<file path="src/rtl/arb_pkg.sv">
// Shared types and sizes for the 8-way round-robin arbiter and its picker.
package arb_pkg;

  localparam int NUM_REQ = 8;
  localparam int SEL_W   = 3;

  typedef enum logic {
    ARB_IDLE,
    ARB_GRANT
  } arb_state_t;

endpackage : arb_pkg

</file>
<file path="src/rtl/rr_pick8.sv">
// Round-robin pick: rotate so the slot after last_ptr sits at bit 0, take the
// lowest set bit, then rotate the index back into client numbering.
module rr_pick8
  import arb_pkg::*;
(
  input  logic [NUM_REQ-1:0] req,
  input  logic [SEL_W-1:0]   last_ptr,
  output logic               valid,
  output logic [SEL_W-1:0]   idx
);

  logic [SEL_W-1:0]     start;
  logic [2*NUM_REQ-1:0] doubled;
  logic [NUM_REQ-1:0]   rotated;
  logic [SEL_W-1:0]     offset;

  // start wraps 7 -> 0 through the 3-bit add
  assign start   = last_ptr + 3'd1;
  assign doubled = {req, req} >> start;
  assign rotated = doubled[NUM_REQ-1:0];
  assign valid   = |req;

  always_comb begin
    // NOTE: every always_comb output gets a default first so no path leaves it
    // unassigned; otherwise synthesis infers a latch to hold the old value.
    offset = '0;
    for (int i = NUM_REQ - 1; i >= 0; i--) begin
      if (rotated[i]) offset = SEL_W'(i);
    end
  end

  assign idx = start + offset;

endmodule : rr_pick8

</file>
<file path="src/rtl/arb8_rr.sv">
// 8-requester round-robin arbiter for a shared resource port. Grants are held
// until completion, requester abort or hold timeout, with a 1-cycle idle bubble.
module arb8_rr
  import arb_pkg::*;
#(
  parameter int HOLD_LIMIT = 64
) (
  input  logic               clk,
  input  logic               rst_n,
  input  logic [NUM_REQ-1:0] req,
  input  logic               mem_resp,
  output logic [NUM_REQ-1:0] grant,
  output logic [SEL_W-1:0]   sel,
  output logic               mem_start,
  output logic               busy,
  output logic               timeout
);

  localparam int CNT_W_RAW = $clog2(HOLD_LIMIT + 1);
  localparam int CNT_W     = (CNT_W_RAW < 1) ? 1 : CNT_W_RAW;
  localparam logic [CNT_W-1:0] CNT_LAST = CNT_W'((HOLD_LIMIT == 0) ? 0 : HOLD_LIMIT - 1);

  arb_state_t       state;
  logic [CNT_W-1:0] count;
  logic [SEL_W-1:0] last_ptr;
  logic             pick_valid;
  logic [SEL_W-1:0] pick_idx;
  logic             hold_expired;
  logic             release_now;

  rr_pick8 u_pick (
    .req      (req),
    .last_ptr (last_ptr),
    .valid    (pick_valid),
    .idx      (pick_idx)
  );

  assign hold_expired = (HOLD_LIMIT != 0) && (count == CNT_LAST);
  assign release_now  = mem_resp || !req[sel] || hold_expired;

  always_ff @(posedge clk or negedge rst_n) begin
    // NOTE: registered state uses non-blocking assignments so every flop
    // samples pre-edge values regardless of statement order.
    if (!rst_n) begin
      state     <= ARB_IDLE;
      grant     <= '0;
      sel       <= '0;
      mem_start <= 1'b0;
      busy      <= 1'b0;
      timeout   <= 1'b0;
      count     <= '0;
      last_ptr  <= 3'd7;
    end else begin
      timeout <= 1'b0;
      case (state)
        ARB_IDLE: begin
          if (pick_valid) begin
            state     <= ARB_GRANT;
            grant     <= NUM_REQ'(1) << pick_idx;
            sel       <= pick_idx;
            mem_start <= 1'b1;
            busy      <= 1'b1;
            count     <= '0;
          end
        end
        ARB_GRANT: begin
          if (release_now) begin
            state     <= ARB_IDLE;
            grant     <= '0;
            mem_start <= 1'b0;
            busy      <= 1'b0;
            last_ptr  <= sel;
            // pulse only when the limit is the sole reason for release
            timeout   <= !mem_resp && req[sel] && hold_expired;
          end else if (count != {CNT_W{1'b1}}) begin
            count <= count + 1'b1;
          end
        end
        default: state <= ARB_IDLE;
      endcase
    end
  end

endmodule : arb8_rr
</file>
<file path="config.mk">
export PLATFORM = sky130hd
export DESIGN_NAME = arb8_rr
export DESIGN_NICKNAME = d
export VERILOG_FILES = /design/src/rtl/arb_pkg.sv /design/src/rtl/rr_pick8.sv /design/src/rtl/arb8_rr.sv
export SDC_FILE = /design/constraint.sdc
export NUM_CORES = 1
export LEC_CHECK = 0
export CAP_MARGIN = 0
export CELL_PAD_IN_SITES_DETAIL_PLACEMENT = 1
export CELL_PAD_IN_SITES_GLOBAL_PLACEMENT = 1
export CORE_ASPECT_RATIO = 0.8
export CORE_MARGIN = 10
export CORE_UTILIZATION = 43
export CTS_BUF_LIST = sky130_fd_sc_hd__clkbuf_16
export CTS_CLUSTER_SIZE = 12
export DETAILED_ROUTE_END_ITERATION = 6
export PLACE_DENSITY_LB_ADDON = 0.12
export SLEW_MARGIN = 20
export SYNTH_ARGS = -nofsm -noshare
export SYNTH_HDL_FRONTEND = slang
export SYNTH_SLANG_ARGS = --single-unit
</file>
<file path="constraint.sdc">
create_clock -name clk -period 4.8 [get_ports clk]
set_clock_uncertainty 0.15 [all_clocks]
set_input_delay 0.48 -clock clk [delete_from_list [all_inputs] [get_ports clk]]
set_output_delay 0.48 -clock clk [all_outputs]
set_load 0.01 [all_outputs]
</file>
==> run_results.csv <==
group,metric,value,unit
global_routing,grt_pass1_wl,9520,um
cts,post_cts_buffers,0,
timing,tightest_slew,0.581,ns
detailed_routing,ant_nets,0,
synth,seq_area_frac_synth,30.6,%
detailed_routing,drt-total-wl,5850,um
detailed_routing,vias,1805,
synth,syn_nets,232,
outcome,status,"completed",
global_routing,grt_overflow,0,
worst_setup_path,path_class,"reg2reg",
worst_setup_path,cp-start-kind,"register",
cts,clockBufferDepth,2,
global_routing,grt_use_total,15.3,%
timing,min_period,4.16,ns
min_path,hp-class,"in2async",
timing,clock.fmax,0.241,GHz
pwr,p_per_area,884,nW/um2
timing,setup-violations-final,0,
synth,synth-seq-cells,24,
global_routing,antenna_found_initial,0,
timing,fin_tns_setup,0,ns
synth,avgSynthCellArea,9.11,um2
cts,path_clk_slew,0.06,ns
die,die_h,80.6,um
synth,async_flop_share,100,%
detailed_routing,wl_met1,2570,um
cts,numCtsBuffers,3,
timing,finalHoldViolCount,0,
die,die-area,7730,um2
detailed_routing,first_pass_iters,4,
worst_setup_path,worst_setup_path_end_kind,"register",
synth,synth_top_area_share,26.6,%
synth,synth_top_area_cell,"dfrtp_1",
global_routing,grt_max_degree,25,
flow_run,cap_violations,0,
timing,slew_headroom,61.0,%
die,core_area,4310,um2
cts,cts_tree,"built",
detailed_routing,viasPerCell,6.18,
global_routing,first_global_vias,1880,
timing,period_share,86.6,%
worst_setup_path,cpPeakStageDelay,0.59,ns
layout,antenna_cells,0,
die,start_util,45.9,%
layout,final_core_util,53.9,%
worst_setup_path,crit_slowest_cell,"mux4_1",
synth,synth-edff-count,0,
synth,synthFlopType,"dfrtp_1",
synth,yosysWarnings,0,
worst_setup_path,crit_required,4.78,ns
detailed_routing,dr_wl_met2,2920,um
die,io_pins,25,
pwr,p_leak,0.000891,uW
die,rows,21,
cts,cts.repair.resized,0,
synth,synthTopCellsByArea,"dfrtp_1 (27%), mux4_2 (5.7%), dfstp_2 (4.0%)",
synth,netlist_instances,217,
worst_setup_path,path_common_cell,"o21ai_1",
layout,finalNetCount,251,
detailed_routing,detail_route.wl_per_cell,20.0,um
cts,worstSkewPairLatency,0.26,ns
pwr,finalPower,2050,uW
cts,hold_buffers,0,
layout,area_growth,17.5,%
worst_setup_path,crit_arrival,4.13,ns
die,die_w,95.8,um
place,io_buffers,24,
detailed_routing,drc,0,
worst_setup_path,crit_chain,"ha_1 > mux4_1 > o21ai_0 > nand4_1 > o21ai_1 > nand2_1 > o21ai_1 > ha_1 > inv_1 > fa_1 > xnor2_1 > nor2_1 > a211oi_2 > o21ai_1",
detailed_routing,top_layer_used,"met4",
pwr,peakVddDrop,0.406,mV
place,hpwl,4520,um
synth,syn-cell-area,1980,um2
synth,ys_types,61,
timing,slew_violations,0,
layout,drive_above_1_share,12.3,%
cts,htree_levels,1,
place,routabilityCongestion,0.827,
detailed_routing,wl_met3,317,um
detailed_routing,drtIter0Drc,102,
worst_setup_path,crit_fanout,10,
cts,cts-root-buf,"clkbuf_16",
timing,rsz0062_at_grt,"false",
cts,clkSinkCount,24,
==> cells in the mapped netlist, types with 4 or more instances <==
cell / n
inv_1: 9
nor2_1: 19
mux4_2: 5
xor2_1: 4
a22oi_1: 8
and2_1: 4
buf_2: 4
or2_0: 4
dfrtp_1: 21
nand2_1: 15
clkbuf_1: 7
nand4_1: 5
a21oi_1: 4
mux2i_1: 5
o21ai_0: 13
o21ai_1: 10
nor3_1: 7
nor3b_1: 6
==> power breakdown <==
group	internal, uW	leakage (uW)	switching [uW]
sequential	282	0.000305	57.3
clock	111	0.0000385	70.1
combinational	629	0.000548	904
==> sequential cells by signal (all words and copies together), names as in the netlist <==
signal and count:
sel 3, busy 1, count 7, last_ptr 3, grant 8, timeout 1, state 1
==> critical path: cells and delay by family (launching register included) <==
kind            cells  cell delay, ns
flops               1            0.54
compound gates      5            0.99
xor+xnor            1            0.42
simple gates        3            0.37
mux                 1            0.59
buf+inv             1            0.05
fa+ha+maj           3            0.93
==> cells in the final DEF, fill, tap and decap left out, drive strengths merged, types with 6 or more instances in the layout <==
| cell | n |
|---|---|
| clkdlybuf4s50 | 23 |
| o21ai | 23 |
| dfrtp | 21 |
| nor2 | 19 |
| nand2 | 15 |
| inv | 10 |
| a22oi | 8 |
| nor3 | 8 |
| buf | 8 |
| mux4 | 7 |
| nor3b | 6 |
==> layout make-up <==
class                   instances  area, um2
well taps                      57       71.3
multi-input cells             166       1240
clock inverters                 1       3.75
flip-flops and latches         24        604
clock buffers                   3       75.1
fillers                       502       1990
inverters                      10       37.5
repair buffers                 31        288
==> cell families after synthesis <==
logic type	Yosys count	share of synthesized area, %
AOI/OAI and AO/OA	61	22.7
xor gates and xnor gates	7	3.10
adders and majority gates	4	2.91
buffers and inverters	27	6.58
DFF	24	30.6
muxes	15	12.6
and+or+nand+nor	79	21.5
==> path summary, 6_finish.rpt <==
check	start	endpoint	slack (ns)	depth (start not counted)
min in group clk	busy$_DFFE_PN0P_	busy$_DFFE_PN0P_	0.37	2
hold reg to reg	busy$_DFFE_PN0P_	busy$_DFFE_PN0P_	0.37	2
hold / removal	rst_n	count[2]$_DFFE_PN0P_	0.05	1
setup / recovery	last_ptr[0]$_DFFE_PN1P_	grant[4]$_DFFE_PN0P_	0.64	14
max in group asynchronous	rst_n	last_ptr[0]$_DFFE_PN1P_	4.08	1
setup reg to reg	last_ptr[0]$_DFFE_PN1P_	grant[4]$_DFFE_PN0P_	0.64	14
==> metrics by stage <==
stage	setup slack [ns]	instance area (um2)	hold slack [ns]	std cells
floorplan	0.982	1980	0.0344	217
global placement	0.614	2250	0.327	288
detailed placement	0.443	2250	0.368	288
CTS	0.640	2330	0.384	292
global route	0.357	2320	0.0890	292
finish	0.643	2320	0.0480	292
==> per-layer routing <==
layer | track usage, % | up-vias
met1 | 19.3 | 921
met3 | 3.16 | 4
met5 | 0 | -
li1 | - | 841
met4 | 3.38 | 0
met2 | 26.1 | 39
No activity file was read; power rests on OpenSTA's default activity.
